--- config.mk ---
export PLATFORM = sky130hd
export DESIGN_NAME = decoder_v3
export DESIGN_NICKNAME = d
export VERILOG_FILES = /design/src/rtl/decoder_pkg.sv /design/src/rtl/decoder_fifo.sv /design/src/rtl/decoder_v3.sv
export SDC_FILE = /design/constraint.sdc
export NUM_CORES = 1
export LEC_CHECK = 0
export ABC_AREA = 1
export CORE_ASPECT_RATIO = 1.4
export CORE_UTILIZATION = 56
export DETAILED_ROUTE_END_ITERATION = 8
export GPL_TIMING_DRIVEN = 0
export HOLD_SLACK_MARGIN = 0.06
export MAX_ROUTING_LAYER = met4
export PLACE_DENSITY = 0.85
export SKIP_CTS_REPAIR_TIMING = 1
export SYNTH_ARGS = -nofsm -noshare
export SYNTH_HDL_FRONTEND = slang
export SYNTH_HIERARCHICAL = 1
export SYNTH_SLANG_ARGS = --single-unit
--- constraint.sdc ---
create_clock -name clk -period 4.8 [get_ports clk]
set_input_delay 0.72 -clock clk [delete_from_list [all_inputs] [get_ports clk]]
set_output_delay 0.72 -clock clk [all_outputs]
set_load 0.02 [all_outputs]
--- src/rtl/decoder_pkg.sv ---
// Shared types and constants for decoder_v3: opcode encodings, instruction
// classes, FSM states and ALU funct constants.
package decoder_pkg;

  typedef enum logic [6:0] {
    OP_S_TYPE = 7'b0000011,
    OP_I_TYPE = 7'b0010011,
    OP_R_TYPE = 7'b0110011,
    OP_U_LUI  = 7'b0110111
  } instr_type_e;

  typedef enum logic [2:0] {
    CLS_I,
    CLS_R,
    CLS_S,
    CLS_U,
    CLS_UDEF
  } instr_cls_e;

  typedef enum logic [1:0] {
    IDLE    = 2'd0,
    ISSUE   = 2'd1,
    EXECUTE = 2'd2
  } state_e;

  // funct3 of the shift-right group; only there does instr[30] select SRA/SRL
  localparam logic [2:0] FUNCT3_SRX = 3'b101;
  localparam logic [3:0] ALU_NOP    = 4'b0000;

  function automatic instr_cls_e classify(input logic [6:0] op);
    case (op)
      OP_I_TYPE: return CLS_I;
      OP_R_TYPE: return CLS_R;
      OP_S_TYPE: return CLS_S;
      OP_U_LUI:  return CLS_U;
      default:   return CLS_UDEF;
    endcase
  endfunction

endpackage

--- src/rtl/decoder_fifo.sv ---
// Instruction queue for decoder_v3; pointers carry an extra wrap bit so
// full and empty are distinguished without a separate counter.
module decoder_fifo #(
  parameter int WIDTH = 32,
  parameter int DEPTH = 2
) (
  input  logic             clk,
  input  logic             reset_n,
  input  logic             push,
  input  logic             pop,
  input  logic [WIDTH-1:0] din,
  output logic             full,
  output logic             empty,
  output logic [WIDTH-1:0] head
);

  localparam int AW = $clog2(DEPTH);

  logic [AW:0]      wr_ptr;
  logic [AW:0]      rd_ptr;
  logic [WIDTH-1:0] mem [DEPTH];

  always_ff @(posedge clk or negedge reset_n) begin
    if (!reset_n) begin
      wr_ptr <= '0;
      rd_ptr <= '0;
    end else begin
      if (push && !full)  wr_ptr <= wr_ptr + 1'b1;
      if (pop  && !empty) rd_ptr <= rd_ptr + 1'b1;
    end
  end

  always_ff @(posedge clk) begin
    if (push && !full) mem[wr_ptr[AW-1:0]] <= din;
  end

  assign full  = (wr_ptr[AW] != rd_ptr[AW]) && (wr_ptr[AW-1:0] == rd_ptr[AW-1:0]);
  assign empty = (wr_ptr == rd_ptr);
  assign head  = mem[rd_ptr[AW-1:0]];

endmodule

--- src/rtl/decoder_v3.sv ---
// Queued instruction decoder with op_done watchdog. Optional illegal-opcode
// trapping is enabled by defining DECODER_ILLEGAL_TRAP_EN.
module decoder_v3
  import decoder_pkg::*;
#(
  parameter int XLEN    = 32,
  parameter int REG_AW  = 5,
  parameter int QDEPTH  = 2,
  parameter int TIMEOUT = 16
) (
  input  logic                clk,
  input  logic                reset_n,
  input  logic [31:0]         instr,
  input  logic                instr_valid,
  output logic                instr_ready,
  input  logic                op_done,
  output logic [3:0]          opcode,
  output logic [XLEN-1:0]     imme_data,
  output logic                rd2_imme_sel,
  output logic [3*REG_AW-1:0] rs1_rs2_rd,
  output logic                rs_addr_valid,
  output logic                rs_store,
  output logic                rd_wr_en,
  output logic                busy,
  output logic                timeout_err,
  output logic                illegal_instr
);

  localparam int CW = (TIMEOUT > 1) ? $clog2(TIMEOUT) : 1;

  state_e          state, state_nxt;
  logic [31:0]     instr_reg;
  logic [31:0]     q_head;
  logic            q_full, q_empty, q_push, q_pop;
  logic [CW-1:0]   wd_cnt;
  logic            wd_expire;

  instr_cls_e      cls;
  logic [2:0]      f3;
  logic [3:0]      opc_dec;
  logic [XLEN-1:0] imm_dec;
  logic            sel_dec, wr_dec, st_dec;
  logic [REG_AW-1:0] rs1_f;

  // no bypass: a full queue refuses the push even while popping
  assign q_push      = instr_valid && !q_full;
  assign instr_ready = !q_full;

  decoder_fifo #(
    .WIDTH(32),
    .DEPTH(QDEPTH)
  ) u_fifo (
    .clk    (clk),
    .reset_n(reset_n),
    .push   (q_push),
    .pop    (q_pop),
    .din    (instr),
    .full   (q_full),
    .empty  (q_empty),
    .head   (q_head)
  );

  assign wd_expire = (TIMEOUT != 0) && (state == EXECUTE) && !op_done &&
                     (wd_cnt == CW'(TIMEOUT - 1));

  always_ff @(posedge clk or negedge reset_n) begin
    if (!reset_n) begin
      state       <= IDLE;
      instr_reg   <= '0;
      wd_cnt      <= '0;
      timeout_err <= 1'b0;
    end else begin
      state       <= state_nxt;
      timeout_err <= wd_expire;
      if (q_pop) instr_reg <= q_head;
      // held at zero outside EXECUTE, so it starts cleared on every entry
      if (state != EXECUTE)  wd_cnt <= '0;
      else if (!op_done)     wd_cnt <= wd_cnt + 1'b1;
    end
  end

  always_comb begin
    cls     = classify(instr_reg[6:0]);
    f3      = instr_reg[14:12];
    opc_dec = ALU_NOP;
    imm_dec = '0;
    sel_dec = 1'b1;
    wr_dec  = 1'b0;
    st_dec  = 1'b0;
    case (cls)
      CLS_I: begin
        opc_dec = {instr_reg[30] & (f3 == FUNCT3_SRX), f3};
        imm_dec = XLEN'($signed(instr_reg[31:20]));
        sel_dec = 1'b0;
        wr_dec  = 1'b1;
      end
      CLS_R: begin
        opc_dec = {instr_reg[30], f3};
        wr_dec  = 1'b1;
      end
      CLS_S: begin
        imm_dec = XLEN'($signed({instr_reg[31:25], instr_reg[11:7]}));
        sel_dec = 1'b0;
        st_dec  = 1'b1;
      end
      CLS_U: begin
        imm_dec = XLEN'($signed({instr_reg[31:12], 12'b0}));
        sel_dec = 1'b0;
        wr_dec  = 1'b1;
      end
      default: ;
    endcase
    rs1_f = (cls == CLS_U) ? '0 : REG_AW'(instr_reg[19:15]);
  end

  always_comb begin
    state_nxt     = state;
    q_pop         = 1'b0;
    opcode        = ALU_NOP;
    imme_data     = '0;
    rd2_imme_sel  = 1'b1;
    rs1_rs2_rd    = '0;
    rs_addr_valid = 1'b0;
    rs_store      = 1'b0;
    rd_wr_en      = 1'b0;
    illegal_instr = 1'b0;
    case (state)
      IDLE: begin
        if (!q_empty) begin
          q_pop     = 1'b1;
          state_nxt = ISSUE;
        end
      end
      ISSUE: begin
        state_nxt     = EXECUTE;
        rs_addr_valid = 1'b1;
        rs1_rs2_rd    = {rs1_f, REG_AW'(instr_reg[24:20]), REG_AW'(instr_reg[11:7])};
        rd2_imme_sel  = sel_dec;
        rd_wr_en      = wr_dec;
        rs_store      = st_dec;
        opcode        = opc_dec;
        imme_data     = imm_dec;
`ifdef DECODER_ILLEGAL_TRAP_EN
        if (cls == CLS_UDEF) begin
          state_nxt     = IDLE;
          rs_addr_valid = 1'b0;
          rs1_rs2_rd    = '0;
          rd_wr_en      = 1'b0;
          rs_store      = 1'b0;
          illegal_instr = 1'b1;
        end
`endif
      end
      EXECUTE: begin
        if (op_done || wd_expire) state_nxt = IDLE;
        rd2_imme_sel = sel_dec;
        rd_wr_en     = wr_dec;
        opcode       = opc_dec;
        imme_data    = imm_dec;
      end
      default: state_nxt = IDLE;
    endcase
  end

  assign busy = (state != IDLE) || !q_empty;

endmodule

Word-level counts from Yosys, hierarchy flattened
Memories as Yosys holds them, arrays and structs flattened. A register that Yosys moved wholly into a read port is not among the register bits.
Index checks and enable logic that the tools add are counted.

word-level totals
  flip-flop bits (word level) = 11
  RAM bits = 64
  output and inout port bits = 59
  memories = 1

memory list
  memory      words  width  read ports  clocked after memory_dff  write ports  line                RTL
  u_fifo.mem  2      32     1           1                         1            decoder_fifo.sv:21  logic [WIDTH-1:0] mem [DEPTH];

operators by class
  $add $sub $neg = 3
  equality and inequality tests = 18
  multiplexer cells = 23
  bitwise logic cells = 1
  reduce and logical (&&, ||, !) cells = 19

operators with widths
  kind                 count
  $pmux 32 s3          1
  $mux 32              1
  $mux 15              1
  $eq 7x6->1 const B   2
  $mux 4               3
  $pmux 3 s4           1
  $mux 1               11
  $pmux 4 s2           1
  $eq 7x2->1 const B   1
  $eq 7x5->1 const B   1
  $eq 3x2->1 const B   2
  $logic_and 1x1->1    6
  $pmux 2 s3           1
  $reduce_or 3->1      2
  $mux 5               1
  $add 2x1->2 const B  2
  $add 4x1->4 const B  1
  $eq 4x4->1 const B   1
  $logic_not 1->1      4
  $mux 2               2
  $ne 2x1->1 const B   2
  $ne 2x2->1 const B   2
  $eq 3x1->1 const B   1
  $eq 3x3->1 const B   1
  12 further kinds     13

Logic depth before layout (Yosys ltp)
Gate-level depths: netlist (run 1).

  word-level depth = 7
  mapped depth = 12
  depth with buffers taken out = 11

By module
The synthesis (run 1) kept the hierarchy.

modules (own cells, without submodules)
  module        instances  cells an instance  area an instance (µm²)  seq. area each (µm²)
  decoder_fifo  1          208                2605.0                  2021.9
  decoder_v3    1          312                2299.7                  975.9

Worst setup path before layout (run 1)
No wires, ideal clock.

  path kind = flip-flop to output port
  from = reg state[1]
  to = out opcode[0]
  data arrival time = 1550 ps
  required time = 4080 ps
  slack = 2530 ps
  stages on the path, launching flop included = 6
  cell sequence = dfrtp_1 > inv_1 > ha_1 > clkbuf_1 > nand2_1 > nor2_1

between the ends
  longest elaborated chain between the ends = 3

ends and longest elaborated chain
  element                                          line               RTL
  start: declaration                               decoder_v3.sv:31   state_e state, state_nxt;
  start signal: assignment                         decoder_v3.sv:73   state <= state_nxt;
  $eq 2x2->1 / $eq 2x1->1 (equally long branches)  decoder_v3.sv:127  case (state)
  $reduce_or 2->1 (no line) (*)                    -
  $mux 4 (*)                                       decoder_v3.sv:127
  end: declaration                                 decoder_v3.sv:17   output logic [3:0] opcode,

Every way passes the cells marked *; elsewhere a longest branch is shown, timed or not.

Worst setup path in the final report (run 1)
  from = reg state[1]
  to = out opcode[1]

The elaborated chain is that of the path after synthesis.

==> results by group, run 1 <==
STA
  – Max-slew violation count: 0
  – Worst Max-Slew Pin Slew: 1.256 ns
  – Worst slew margin: 16.15%
  – RSZ-0062 raised after global routing: no
  – Tcrit/Tclk final: 71.32%
  – Fin crit period: 3.423 ns
  – Max Freq: 292.1 MHz
  – Hold Worst Slack: 0.3319 ns
  – Fin. Hold Viols: 0
  – TNS Setup: 0 ns
  – Worst Skew: approximately 0.0056 ns
  – Final setup fails: 0

Status
  – Status: finished with violations
  – Violated checks: DRC

Yosys
  – Synth warn: 6
  – Sequential-to-total area share from yosys stat: 61.12%
  – Mapped Area: 4905 µm²
  – Distinct cell type count after synthesis: 26
  – Cells after synthesis: 520
  – Yosys reg bits: approximately 110
  – Avg Synthesized Cell Area: 9.432 µm²
  – Mapped Nets: 561

Place
  – DPL Wire Length: just under 8 mm
  – GPL Wtd Cong: 0.9350
  – Number of port buffers: 93

Clock tree
  – CTS tree: yes
  – CTS Buf Count: 9
  – Skew-Pair Late Insertion Delay: between 0.3 and 0.4 ns
  – H-tree Lvls: 3
  – Root buffer cell: clkbuf_16
  – Sink Count: about 110
  – Bufs on Longest Clock Path: 2
  – Worst-path clk slew: about 0.070 ns

Routing
  – Drc violations: 1
  – WL/cell: 14.78 µm
  – DRT Pass-1 Iters: 7
  – DR iter-0 viols: between 200 and 300
  – Final wirelength: 10.87 mm
  – Vias/cell: about 5.3
  – ANT nets after route: 0
  – Vias: 3,862

GRT
  – Vias in the first global route: 3,749
  – Largest net degree at the start of global routing: between 40 and 50
  – First-pass GRT wire length: 17.78 mm
  – GRT overflow: 0
  – Total track usage: 26.93%
  – Initial antenna violation count: 0

Worst setup path
  – CP top delay family: buffers and inverters
  – Crit path cell chain: inv_1, ha_1, clkbuf_1, nand2_1, nor2_1, clkdlybuf4s50_1
  – Critical path startpoint category: flop
  – CP max-delay cell: clkdlybuf4s50_1
  – CP Class: reg2out
  – Worst Path Max Fanout: 10
  – CP max stage delay: 0.61 ns
  – Bufs and invs on worst path: 3
  – Crit. End Element: output pin
  – Critical Path RT: roughly 4.1 ns
  – Worst r2r path cells: 10
  – Stages on worst setup path: 6
  – Worst EP arrival: ~2.7 ns

Cells and area
  – Max FFs per register: 64
  – Synth-to-Final Area Change: 29.41%
  – N_diodes: 0
  – Total Nets Final: approximately 670
  – Share of layout cells above drive strength 1: 9.365%

Flow run
  – Max-cap violations: 0

Floorplanning
  – Die footprint: 9142 µm²
  – Die W: 81.10 µm
  – Die Span Y: ~110 µm
  – Starting Density: 57.31%
  – Core area: roughly 8600 µm²
  – IO Count: between 90 and 100
  – # rows: 40

Min path
  – HP Class: in2async

Power and ir drop
  – PwrDens: 609.6 nW/µm²
  – Leakage: 2.872 nW
  – Worst VDD drop: 0.3294 mV
-- logic make-up after synthesis --
logic type | count (synthesis) | synth area share (%)
flops | 107 | 61.12
compound gates | 50 | 5.867
xor+xnor | 1 | 0.1786
other cells | 1 | 0.07646
fa+ha+maj | 5 | 1.276
simple gates | 280 | 24.87
buf+inv | 76 | 6.607
-- cell usage after synthesis --
cell      number  area, µm²
nand2_1      203      762.0
edfxtp_1      64       1922
inv_1         54      202.7
dfrtp_1       43       1076
nand3_1       34      170.2
o21ai_0       28      140.1
nor2_1        17      63.81
a21oi_1       12      60.06
o21ai_2       10      87.58
buf_2          8      40.04
nor3_1         8      40.04
clkbuf_1       7      26.28
ha_1           5      62.56
nand2_2        5      31.28
nand2_4        5      56.30
buf_6          3      33.78
nor2_4         3      33.78
inv_2          2      7.510
nand3_2        2      20.02
buf_4          1      7.510
conb_1         1      3.750
inv_4          1      6.260
nand4_1        1      6.260
nor2_8         1      20.02
nor3_4         1      16.27
xor2_1         1      8.760
-- cell usage in the layout (no fill, tap or decap) --
cell | netlist | final
nand3_2 | 2 | 2
clkbuf_16 | 0 | 9
inv_2 | 2 | 2
clkinv_1 | 0 | 1
nor2_8 | 1 | 1
edfxtp_1 | 64 | 64
o21ai_2 | 10 | 10
o21ai_0 | 28 | 28
inv_1 | 54 | 54
nor3_4 | 1 | 1
buf_2 | 8 | 9
buf_6 | 3 | 3
buf_12 | 0 | 1
nand3_1 | 34 | 34
bufinv_16 | 0 | 4
buf_4 | 1 | 1
xor2_1 | 1 | 1
clkinvlp_4 | 0 | 1
nor2_4 | 3 | 3
nor2_1 | 17 | 17
ha_1 | 5 | 5
nor3_1 | 8 | 8
clkbuf_1 | 7 | 7
nand2_1 | 203 | 203
nand2_2 | 5 | 5
conb_1 | 1 | 1
dfrtp_1 | 43 | 43
clkdlybuf4s50_1 | 0 | 92
clkinv_4 | 0 | 1
nand4_1 | 1 | 1
a21oi_1 | 12 | 12
nand2_4 | 5 | 5
inv_4 | 1 | 1
-- final timing paths --
check	endpoint	slack, ns	start
worst min-delay path	instr_reg[27]$_DFFE_PN0P_	0.33	reset_n
worst max-delay path	opcode[1]	1.38	state[1]$_DFFE_PN0P_
worst min register to register	instr_reg[1]$_DFFE_PN0P_	0.48	instr_reg[1]$_DFFE_PN0P_
min in group clk	instr_reg[1]$_DFFE_PN0P_	0.48	instr_reg[1]$_DFFE_PN0P_
worst max register to register	u_fifo/mem[1][28]$_DFFE_PP_	2.19	u_fifo/rd_ptr[1]$_DFFE_PN0P_
max in group asynchronous	u_fifo/wr_ptr[1]$_DFFE_PN0P_	4.26	reset_n
-- per-layer routing --
metal	vias up	routed length (µm)	global-route usage (%)
met1	1818	4130	31.28
met3	24	571	4.194
met5	-	0	-
met4	0	308	12.50
met2	146	5855	45.15
li1	1874	-	-
-- power by group --
part           leakage (nW)  total, mW  internal (mW)  switching [mW]
registers              1.14       1.49           1.33           0.161
clock network         0.173      0.878          0.561           0.317
logic                  1.56       1.50          0.462            1.04
-- area by class of cell --
class                           instances  area (µm²)
Clock buffer                            9       225.2
Tap cell                              105       131.4
Buffer                                 19       107.6
Timing Repair Buffer                   94       945.9
Multi-Input combinational cell        337        1583
Fill cell                             540        2211
Clock inverter                          7       140.1
Sequential cell                       107        2998
Inverter                               57       216.5
-- metrics by stage --
stage	instances	util [%]	cell area [µm²]	power, mW	setup WS [ns]
final	735	74.17	6347	3.869	1.377
after global routing	735	74.17	6347	4.116	1.269
after CTS	735	74.17	6347	3.875	1.382
after detailed placement	719	69.90	5982	2.965	1.758
after global placement	718	69.72	5967	2.884	1.868
after floorplan	520	-	4905	2.474	2.530
No activity file was read; power rests on OpenSTA's default activity.
==> inputs of run 2 (changes only) <==
--- a/config.mk
+++ b/config.mk
@@ -7,12 +7,12 @@
 export LEC_CHECK = 0
 export ABC_AREA = 1
 export CORE_ASPECT_RATIO = 1.4
-export CORE_UTILIZATION = 56
+export CORE_UTILIZATION = 47
 export DETAILED_ROUTE_END_ITERATION = 8
 export GPL_TIMING_DRIVEN = 0
 export HOLD_SLACK_MARGIN = 0.06
 export MAX_ROUTING_LAYER = met4
-export PLACE_DENSITY = 0.85
+export PLACE_DENSITY = 0.76
 export SKIP_CTS_REPAIR_TIMING = 1
 export SYNTH_ARGS = -nofsm -noshare
 export SYNTH_HDL_FRONTEND = slang
==> constraint.sdc (replaced) <==
create_clock -name clk -period 3 [get_ports clk]
set_input_delay 0.45 -clock clk [delete_from_list [all_inputs] [get_ports clk]]
set_output_delay 0.45 -clock clk [all_outputs]
set_load 0.02 [all_outputs]
==> run 2 against run 1 <==
Compared with the run above: the flow now finishes without violations; register-to-register slack lost 1.7 ns; final cell count grew 4.2%; wire length shrank 3.5%; worst setup slack lost 1.2 ns; global-route usage shrank 5.5 points; sequential cell count is the same; count of clock-buffer cells in the layout grew 2; worst hold slack gained 0.15 ns; first-iteration DRC count grew 12%; critical endpoint is now imme_data[19]; highest routed layer unchanged.
==> results by group, run 2 (same netlist as run 1, synthesis figures left out) <==
Power and ir drop
  – PwrDens: 929.0 nW/µm²
  – Leakage: around 2.9 nW
  – Worst VDD drop: 0.3722 mV

Routing
  – DRT Pass-1 Iters: 6
  – Final wirelength: 10.49 mm
  – WL/cell: 13.69 µm
  – ANT nets after route: 0
  – Vias: 3,812
  – Drc violations: 0
  – Vias/cell: 4.977
  – DR iter-0 viols: 282

GRT
  – GRT met2 Usage: 35.00%
  – GRT met3 Usage: 3.430%
  – GRT overflow: 0
  – Total track usage: 21.46%
  – GR Layer Usage met1: 25.98%
  – First-pass GRT wire length: 17.04 mm
  – Initial antenna violation count: 0
  – Most used routing layer: met2
  – Largest net degree at the start of global routing: 37
  – Vias in the first global route: approximately 3,600

Flow run
  – Max-cap violations: 0

STA
  – RSZ-0062 raised after global routing: no
  – Worst Skew: 0.009669 ns
  – Tcrit/Tclk final: 93.57%
  – Worst slew margin: 15.17%
  – Max-slew violation count: 0
  – Fin crit period: 2.807 ns
  – Max Freq: 356.3 MHz
  – TNS Setup: 0 ns
  – Fin. Hold Viols: 0
  – Worst Max-Slew Pin Slew: 1.271 ns
  – Final setup fails: 0

Place
  – DPL Wire Length: 8.001 mm
  – Post-DP Area: 6020 µm²
  – GPL Wtd Cong: 0.9195
  – Number of port buffers: 93

Cells and area
  – Synth-to-Final Area Change: 28.88%
  – Max FFs per register: 64
  – Share of layout cells above drive strength 1: 9.192%
  – Most common cell after layout, fill and taps aside: nand2_1
  – Total Nets Final: 668
  – Fin area: between 6000 and 7000 µm²
  – N_diodes: 0
  – Commonest non-fill, non-tap cells in the layout: nand2_1, clkdlybuf4s50_1, edfxtp_1, inv_1, dfrtp_1

Worst setup path
  – Crit. End Element: output pin
  – CP Class: reg2out
  – Worst Path Max Fanout: 10
  – Worst EP arrival: between 2 and 2.5 ns
  – Critical Path RT: 2.55 ns
  – Critical path startpoint category: flop

Floorplanning
  – # rows: 43
  – Starting Density: 49.01%
  – Die footprint: 10,850 µm²
  – Die Span Y: 122.9 µm
  – Die W: 88.34 µm
  – IO Count: 95
  – Core area: around 10,000 µm²

Clock tree
  – Worst-path clk slew: 0.07 ns
  – CTS Buf Count: 9
  – CTS tree: yes
  – Root buffer cell: clkbuf_16
  – H-tree Lvls: 3
  – Bufs on Longest Clock Path: 2
  – Skew-Pair Late Insertion Delay: 0.35 ns
  – Sink Count: around 110

Status
  – Status: finished, final reports clean

Min path
  – HP Class: reg2reg
## run 2: worst max-delay path, cell delays in order, from the launching register on
cell and delay [ns]:
dfrtp_1 0.35, nand2_1 0.18, nor2_4 0.22, nand2_2 0.10, inv_2 0.15, nand2_4 0.10, buf_6 0.17, o21ai_2 0.12
clkdlybuf4s50_1 0.61
## run 2: where the power goes
part | switching [mW] | internal [mW]
combinational | 1.62 | 0.758
sequential | 0.251 | 2.13
clock | 0.478 | 0.636
## run 2: final cells by class
cell class | count | area (µm²)
Multi-Input combinational cell | 337 | 1585
Fill cell | 829 | 3686
Timing Repair Buffer | 96 | 968.4
Tap cell | 135 | 168.9
Clock inverter | 4 | 42.54
Clock buffer | 11 | 232.7
Buffer | 19 | 108.9
Inverter | 57 | 216.5
Sequential cell | 107 | 2998
## run 2: through the flow
stage / worst slack, ns / hold slack [ns] / utilization (%) / power (mW) / cells
2_1_floorplan: 0.8677 / 0.1544 / - / 3.958 / 520
3_3_place_gp: 0.3530 / 0.4558 / 60.00 / 4.630 / 748
3_5_place_dp: 0.3392 / 0.3232 / 60.15 / 4.757 / 749
4_1_cts: 0.01393 / -0.05116 / 62.90 / 5.879 / 764
5_1_grt: 0.002078 / 0.5019 / 63.17 / 6.288 / 766
6_report: 0.1930 / 0.4809 / 63.17 / 5.872 / 766
## run 2: final timing paths
path                                         startpoint                           to  slack (ns)  cells after the start
setup reg to reg           u_fifo/rd_ptr[0]$_DFFE_PN0P_  u_fifo/mem[1][29]$_DFFE_PP_        0.46                     10
hold / removal                    wd_cnt[3]$_DFFE_PN0P_        wd_cnt[3]$_DFFE_PN0P_        0.48                      1
max in group asynchronous                       reset_n     instr_reg[2]$_DFFE_PN0P_        2.05                      3
hold reg to reg                   wd_cnt[3]$_DFFE_PN0P_        wd_cnt[3]$_DFFE_PN0P_        0.48                      1
min in group asynchronous                       reset_n    instr_reg[19]$_DFFE_PN0P_        0.49                      2
setup / recovery               instr_reg[1]$_DFFE_PN0P_                imme_data[19]        0.19                      8
## run 2: routing by layer
layer	part of all wire, %	wire [µm]
met5	0	0
met2	50	5281
met3	5.4	568
met4	2.7	287
met1	41	4350
